===== src/rtl/mreq_rr_arbiter.sv =====
// mreq_rr_arbiter: N-to-1 round-robin arbiter for MREQ request streams with burst locking and a registered output stage.
// Build option MREQ_ARB_PRIO0_EN: while idle, channel 0 overrides round-robin; locked bursts are never preempted.
`ifndef MREQ_NBIT
`define MREQ_NBIT 32
`endif

module mreq_rr_arbiter #(
  parameter int NUM_REQS = 3,
  parameter int DATA_W   = `MREQ_NBIT,
  localparam int IBITS   = (NUM_REQS > 1) ? $clog2(NUM_REQS) : 1
) (
  input  logic                       clk,
  input  logic                       rst,
  input  logic [NUM_REQS-1:0]        i_mreqs_valid,
  output logic [NUM_REQS-1:0]        o_mreqs_ready,
  input  logic [DATA_W*NUM_REQS-1:0] i_mreqs,
  input  logic [NUM_REQS-1:0]        i_mreqs_last,
  output logic                       o_mreq_valid,
  input  logic                       i_mreq_ready,
  output logic [DATA_W-1:0]          o_mreq,
  output logic [IBITS-1:0]           o_mreq_id,
  output logic                       o_mreq_last,
  output logic                       dbg_locked
);

  // Handshake (both sides): a beat moves on a rising edge where valid && ready are both 1;
  // valid and payload hold until then, and ready may depend combinationally on valid.

  typedef enum logic {
    IDLE   = 1'b0,
    LOCKED = 1'b1
  } state_t;

  state_t             state, state_nxt;
  logic [IBITS-1:0]   ptr, ptr_nxt;
  logic [IBITS-1:0]   lock_id, lock_id_nxt;
  logic [IBITS-1:0]   grant;
  logic               grant_valid;
  logic [DATA_W-1:0]  grant_word;
  logic               grant_last;
  logic               load;
  logic               xfer;

  assign load       = !o_mreq_valid || i_mreq_ready;
  assign xfer       = load && grant_valid && !rst;
  assign dbg_locked = (state == LOCKED);

  always_comb begin
    logic [IBITS:0] sum;
    grant       = '0;
    grant_valid = 1'b0;
    sum         = '0;
    if (state == LOCKED) begin
      grant       = lock_id;
      grant_valid = i_mreqs_valid[lock_id];
    end else begin
      // Walk from the farthest offset to the nearest so the first valid channel after ptr wins.
      for (int i = NUM_REQS; i >= 1; i--) begin
        sum = {1'b0, ptr} + (IBITS+1)'(i);
        if (sum >= (IBITS+1)'(NUM_REQS)) begin
          sum = sum - (IBITS+1)'(NUM_REQS);
        end
        if (i_mreqs_valid[sum[IBITS-1:0]]) begin
          grant       = sum[IBITS-1:0];
          grant_valid = 1'b1;
        end
      end
`ifdef MREQ_ARB_PRIO0_EN
      if (i_mreqs_valid[0]) begin
        grant       = '0;
        grant_valid = 1'b1;
      end
`endif
    end
  end

  always_comb begin
    grant_word = '0;
    for (int k = 0; k < NUM_REQS; k++) begin
      if (grant == IBITS'(k)) begin
        grant_word = i_mreqs[k*DATA_W +: DATA_W];
      end
    end
  end

  assign grant_last    = i_mreqs_last[grant];
  assign o_mreqs_ready = xfer ? (NUM_REQS'(1) << grant) : '0;

  always_comb begin
    state_nxt   = state;
    ptr_nxt     = ptr;
    lock_id_nxt = lock_id;
    if (xfer) begin
`ifdef MREQ_ARB_PRIO0_EN
      // Channel-0 wins do not disturb the rotation among the other channels.
      if (grant != '0) begin
        ptr_nxt = grant;
      end
`else
      ptr_nxt = grant;
`endif
      if (grant_last) begin
        state_nxt = IDLE;
      end else begin
        state_nxt   = LOCKED;
        lock_id_nxt = grant;
      end
    end
  end

  always_ff @(posedge clk) begin
    if (rst) begin
      state        <= IDLE;
      ptr          <= IBITS'(NUM_REQS - 1);
      lock_id      <= '0;
      o_mreq_valid <= 1'b0;
      o_mreq       <= '0;
      o_mreq_id    <= '0;
      o_mreq_last  <= 1'b0;
    end else begin
      state   <= state_nxt;
      ptr     <= ptr_nxt;
      lock_id <= lock_id_nxt;
      if (load) begin
        o_mreq_valid <= grant_valid;
      end
      if (xfer) begin
        o_mreq      <= grant_word;
        o_mreq_id   <= grant;
        o_mreq_last <= grant_last;
      end
    end
  end

endmodule


===== config.mk =====
export PLATFORM = sky130hd
export DESIGN_NAME = mreq_rr_arbiter
export DESIGN_NICKNAME = d
export VERILOG_FILES = /design/src/rtl/mreq_rr_arbiter.sv
export SDC_FILE = /design/constraint.sdc
export NUM_CORES = 1
export LEC_CHECK = 0
export ABC_AREA = 1
export CORE_MARGIN = 10
export CORE_UTILIZATION = 39
export DETAILED_ROUTE_END_ITERATION = 12
export MAX_ROUTING_LAYER = met4
export PLACE_DENSITY = 0.81
export SETUP_SLACK_MARGIN = 0.3
export SYNTH_ARGS = -nofsm -noshare
export SYNTH_HDL_FRONTEND = slang
export SYNTH_SLANG_ARGS = --single-unit

===== constraint.sdc =====
create_clock -name clk -period 2.54 [get_ports clk]
set_input_delay 0.508 -clock clk [delete_from_list [all_inputs] [get_ports clk]]
set_output_delay 0.508 -clock clk [all_outputs]
set_load 0.02 [all_outputs]

==> impl_metrics.csv, run 1 <==
group,metric,value,unit
run_status,status,"finished clean",
drt,wl_per_cell,16.4,um
synthesis,async_flop_share,0,
critical_path,r2r_start,"ptr[1]",
global_route,grt_pass1_vias,3310,
drt,first_pass_iters,4,
final_layout,final_cell_mix,"nand2_1, clkdlybuf4s50_1, nand3_1",
floorplanning,core,6390,um^2
sta,max_slew_margin,0.800,
synthesis,synth_cells,401,
synthesis,syn_area,2570,um^2
power_and_ir_drop,leakage,2.25,nW
clock_tree,clk_latency,0.29,ns
synthesis,synth_top_flop_cell,"dfxtp_1",
synthesis,synth.avg_cell_area,6.41,um^2
critical_path,crit_type,"reg2out",
sta,fmax,396,MHz
final_layout,fill_cells,497,
sta,setup_tns,0,ns
place,dpl.cell_count,642,
synthesis,synth.area.mux_share,0,
power_and_ir_drop,p_total,7.09,mW
clock_tree,cts_buffers,5,
critical_path,required,2.03,ns
synthesis,synth_edf_count,0,
drt,vias,3236,
sta,drv_slew,0,
critical_path,worst_setup_path_start_kind,"flop",
job,cap_violations,0,
place,io_buffers,144,
sta,skew,0.00859,ns
floorplanning,start_util,0.402,
synthesis,synthAdderAreaFrac,0.0146,
global_route,grtUsageTotal,0.197,
clock_tree,cts_htree_levels,2,
clock_tree,clk_pin_slew_worst_paths,0.08,ns
final_layout,final_area,4920,um^2
final_layout,syn_to_final_growth,91.5,%
final_layout,stdcell_count,669,
synthesis,synth-simple-area-share,0.488,
final_layout,antenna_cells,0,
sta,setup_viol,0,
global_route,grt_max_degree,21,
synthesis,ys_ff_latch,40,
global_route,antenna_found_initial,0,
synthesis,synth_xor_area_frac,0,
power_and_ir_drop,p_comb_frac,0.795,
floorplanning,die-area,10200,um^2
clock_tree,clock_tree.root_cell,"clkbuf_8",
hold_path,hold_start,"o_mreq[0]",
power_and_ir_drop,ir_worst_vdd,0.808,mV
power_and_ir_drop,internal-power,3.73,mW
floorplanning,die_width,101,um
critical_path,setup.worst_path.start,"o_mreq_id[0]",
drt,wl,11000,um
floorplanning,die_height,101,um
sta,fin_crit_sh,0.995,
place,preCtsSetupSlack,-0.511,ns
power_and_ir_drop,p_per_area,1440,nW/um^2
drt,drtAntennaViolNets,0,
synthesis,synth_top_family_by_area,"simple AND/OR/NAND/NOR gates",
hold_path,min_path_type,"reg2reg",
power_and_ir_drop,pwr-share-clk,0.064,
final_layout,final_nets,699,
drt,drcViolationCount,0,
place,gp_congestion,0.795,
global_route,grt.overflow.total,0,
clock_tree,tritoncts,"built",
place,placed_cell_area,4290,um^2
sta,fin_crit,2.53,ns
place,dp_hpwl,8190,um
clock_tree,max-clock-path-buffers,2,
synthesis,seq_area_frac_synth,0.312,
synthesis,yosysWarnings,0,
power_and_ir_drop,p_sw,3.36,mW
floorplanning,io_pins,145,
synthesis,synth_compound_area_frac,0.0701,
power_and_ir_drop,switching_share,0.473,
floorplanning,rows,29,
global_route,grt_pass1_wl,16200,um
clock_tree,clkSinkCount,40,
sta,worst_pin_slew,0.300,ns
sta,hold_viol,0,
sta,rsz0062_at_grt,"yes",
final_layout,drive_above_1_share,0.247,
sta,fin_ws,0.0124,ns
synthesis,synth_nets,509,
critical_path,endpoint_kind,"output port",
power_and_ir_drop,pwr-share-seq,0.142,
critical_path,arrival,2.02,ns
drt,drt-initial-drc-count,156,
synthesis,ys_types,31,
critical_path,critPathMaxFanout,6,
drt,via_per_inst,4.84,
final_layout,layout_commonest_cell,"nand2_1",
timing repair:
item                                   in CTS  in global routing
pin swaps                                  12                 18
hold buffers                                0                  0
endpoints found under the hold margin       0                  0
setup buffers                               6                 10
resized for setup                          46                 64
gates cloned                                0                  3
setup endpoints to repair                  41                 40
state kept, by name, indices dropped and copies added (netlist names):
signal and cells:
o_mreq_id 2, o_mreq 32, o_mreq_valid 1, dbg_locked 1, lock_id 2, ptr 1
o_mreq_last 1
critical path, cell delays in order, from the launching register on:
cell and delay (ns):
dfxtp_2 0.36, inv_4 0.05, ha_4 0.28, buf_6 0.15, nand3_4 0.09, nand2_4 0.09
nand2_4 0.07, nand3_4 0.07, a21boi_4 0.21, nand2_4 0.09, nor2_4 0.15, buf_6 0.13
synth_stat cells, drive strengths merged, types with 2 or more instances:
library cell / instances / area (um^2)
a21oi: 14 / 70.1
a22oi: 2 / 15.0
buf: 15 / 143
dfxtp: 40 / 801
ha: 3 / 37.5
inv: 38 / 150
nand2: 179 / 753
nand3: 53 / 293
nand4: 2 / 33.8
nor2: 33 / 150
nor3: 5 / 25.0
o21ai: 14 / 70.1
final timing paths:
kind / depth (start not counted) / endpoint / slack [ns]
worst min register to register: 2 / o_mreq[0] / 0.46
worst max register to register: 19 / o_mreq[0] / 0.10
worst min-delay path: 2 / o_mreq[0] / 0.46
worst max-delay path: 11 / o_mreqs_ready[0] / 0.01
stage by stage:
stage,utilization,hold slack [ns]
6_report,0.771,0.455
5_1_grt,0.771,0.479
4_1_cts,0.708,0.455
3_5_place_dp,0.672,0.438
3_3_place_gp,0.672,0.436
2_1_floorplan,-,0.473
cells by family after synthesis:
| kind of cell | after synthesis |
|---|---|
| fa+ha+maj | 3 |
| buf+inv | 54 |
| flops | 40 |
| compound gates | 32 |
| simple gates | 272 |
layer usage:
| metal | vias to the layer above | GRT usage | wire length (um) |
|---|---|---|---|
| met3 | 10 | 0.0524 | 684 |
| li1 | 1642 | - | - |
| met5 | - | - | 0 |
| met4 | 0 | 0.0407 | 138 |
| met2 | 103 | 0.349 | 5740 |
| met1 | 1481 | 0.217 | 4430 |
power by group through the flow:
stage               sequential [mW]  clock, mW  combinational (mW)
floorplan                      1.24          0                2.48
global placement              0.995          0                4.16
detailed placement             1.00          0                4.23
CTS                           0.994      0.458                4.52
global route                   1.03      0.492                6.07
finish                         1.00      0.454                5.63
cell type report:
type	instances	area, um^2	area share
clock buffers	6	82.6	0.0168
repair buffers	198	2030	0.412
clock inverters	2	15.0	0.00305
multi-input cells	307	1710	0.348
well taps	77	96.3	0.0196
inverters	39	181	0.0369
flip-flops and latches	40	803	0.163
Note: power is estimated with default switching activity, not from simulation.
==> run 2, diff against run 1 <==
Settings changed: CORE_MARGIN 10 to 8.
==> run 2 against run 1 <==
Against the previous run: maximum frequency increased by 2.8%; combinational power decreased by 18%; die area decreased by 7.8%; design area decreased by 6.6%; count of clock-buffer cells in the layout unchanged; sequential cell count unchanged; utilization decreased by 4.7 points; non-clock buffer count decreased by 11; worst setup slack improved by 0.070 ns; worst hold slack got worse by 0.0024 ns; clock power decreased by 3%; clock skew increased by 0.0025 ns; critical endpoint unchanged; largest cell class unchanged; highest routed layer unchanged.
==> impl_metrics.csv, run 2 (synthesis gave the netlist of run 1 again) <==
group,metric,value,unit
run_status,status,"finished clean",
sta,fmax,407,MHz
floorplanning,die_height,97.2,um
critical_path,cpMostUsedCell,"nand2_1",
hold_path,min_path_type,"reg2reg",
place,io_buffers,144,
power_and_ir_drop,pwr-share-seq,0.164,
critical_path,arrival,1.95,ns
critical_path,crit_family,"simple AND/OR/NAND/NOR gates",
sta,worst_pin_slew,0.284,ns
global_route,grt_max_degree,23,
power_and_ir_drop,p_per_area,1320,nW/um^2
sta,skew,0.0111,ns
final_layout,layout_commonest_cell,"nand2_1",
floorplanning,rows,29,
power_and_ir_drop,leakage,2.14,nW
global_route,antenna_found_initial,0,
critical_path,critPathBufInv,3,
sta,fin_crit_sh,0.968,
final_layout,seqCellArea,803,um^2
clock_tree,cts_buffers,5,
final_layout,syn_to_final_growth,78.9,%
sta,max_slew_margin,0.810,
job,cap_violations,0,
global_route,grt.overflow.total,0,
place,dpl.cell_count,641,
final_layout,reg.largest.list,"o_mreq: 32 flops, lock_id: 2 flops, o_mreq_id: 2 flops",
sta,setup_viol,0,
final_layout,top_register,"o_mreq",
place,preCtsSetupSlack,-0.492,ns
final_layout,antenna_cells,0,
critical_path,worst_setup_path_start_kind,"flop",
sta,fin_crit,2.46,ns
sta,fin_ws,0.0820,ns
drt,drtAntennaViolNets,0,
critical_path,worstPathCellList,"inv_2 > ha_4 > buf_4 > nand2_1 > nand3_1 > nand2_1 > nor2_1 > nand2_1 > nand2_2 > nand2_4 > nand2_4 > nor2_4 > buf_6",
critical_path,required,2.03,ns
drt,wl,9900,um
power_and_ir_drop,internal-power,3.11,mW
clock_tree,cts_htree_levels,2,
power_and_ir_drop,ir_worst_vdd,0.824,mV
power_and_ir_drop,pwr-share-clk,0.072,
critical_path,crit_type,"reg2out",
global_route,grtUsageTotal,0.203,
critical_path,cpPeakStageDelay,0.35,ns
sta,rsz0062_at_grt,"yes",
power_and_ir_drop,p_sw,2.97,mW
clock_tree,tritoncts,"built",
sta,drv_slew,0,
final_layout,fill_cells,518,
final_layout,multi_input_area,1630,um^2
floorplanning,start_util,0.405,
final_layout,stdcell_count,658,
clock_tree,cts_hold_buf,0,
final_layout,final_nets,688,
clock_tree,clk_latency,0.29,ns
clock_tree,clkSinkCount,40,
critical_path,critPathMaxFanout,8,
global_route,grt_pass1_vias,3263,
clock_tree,max-clock-path-buffers,2,
floorplanning,io_pins,145,
place,gp_congestion,0.882,
drt,via_per_inst,4.79,
final_layout,largest_reg_flops,32,
drt,wl_per_cell,15.0,um
sta,hold_viol,0,
global_route,grt_pass1_wl,15700,um
clock_tree,clk_pin_slew_worst_paths,0.08,ns
drt,drt-initial-drc-count,112,
floorplanning,die_width,97.2,um
power_and_ir_drop,switching_share,0.489,
power_and_ir_drop,p_comb_frac,0.764,
floorplanning,core,6350,um^2
place,dp_hpwl,7650,um
floorplanning,die-area,9440,um^2
drt,first_pass_iters,5,
drt,drcViolationCount,0,
final_layout,drive_above_1_share,0.201,
drt,vias,3153,
critical_path,crit_slowest_cell,"ha_4",
clock_tree,clock_tree.root_cell,"clkbuf_8",
final_layout,final_cell_mix,"nand2_1, clkdlybuf4s50_1, nand3_1",
critical_path,endpoint_kind,"output port",
==> run 2: cell types whose count changed in the layout (fill, tap and decap cells not counted), sizes merged <==
cell	change
clkbuf	-3
buf	-8
clkinvlp	-2
clkinv	+1
inv	+1
==> run 2: area by class of cell <==
class / count / share of cell area
clock buffers: 6 / 0.0180
clock inverters: 2 / 0.00218
inverters: 39 / 0.0348
multi-input cells: 307 / 0.353
flip-flops and latches: 40 / 0.175
well taps: 77 / 0.0210
repair buffers: 187 / 0.396
==> run 2: power by group through the flow <==
| stage | sequential, mW | combinational [mW] | clock, mW |
|---|---|---|---|
| floorplan | 1.24 | 2.48 | 0 |
| global placement | 0.995 | 4.06 | 0 |
| detailed placement | 1.01 | 4.14 | 0 |
| CTS | 0.995 | 4.39 | 0.446 |
| global route | 1.02 | 5.03 | 0.473 |
| finish | 0.996 | 4.64 | 0.440 |
==> run 2: tightest hold or removal path, stage by stage (launching register included) <==
cell and delay (ns):
dfxtp_1 0.31, nand2_1 0.06, nand2_1 0.04
==> run 2: final timing paths <==
check                             startpoint               end  slack [ns]  depth (start not counted)
worst max-delay path            o_mreq_id[0]  o_mreqs_ready[0]        0.08                         13
worst min-delay path              o_mreq[26]        o_mreq[26]        0.45                          2
worst max register to register  o_mreq_id[0]        o_mreq[10]        0.17                         19
worst min register to register    o_mreq[26]        o_mreq[26]        0.45                          2
==> run 2: routing by layer <==
metal  share of wire  wire length [um]  track usage
met1            0.41              4050        0.210
met3           0.058               578       0.0541
met4           0.014               140       0.0592
met5               0                 0            -
met2            0.52              5120        0.366
==> run 2: per-stage QoR <==
stage	cell area, um^2	util	setup TNS (ns)	hold WS (ns)	power (mW)
2_1_floorplan	2590	-	0	0.473	3.72
6_report	4600	0.724	0	0.453	6.08
3_3_place_gp	4270	0.672	-1.31	0.437	5.06
5_1_grt	4600	0.724	-0.0137	0.469	6.52
4_1_cts	4500	0.708	0	0.457	5.83
3_5_place_dp	4270	0.672	-1.52	0.442	5.14
==> run 2: repair_timing <==
item / in CTS / in global routing
gates resized for setup: 45 / 21
setup endpoints to repair: 41 / 41
buffers inserted: 5 / 4
pin swaps: 11 / 7
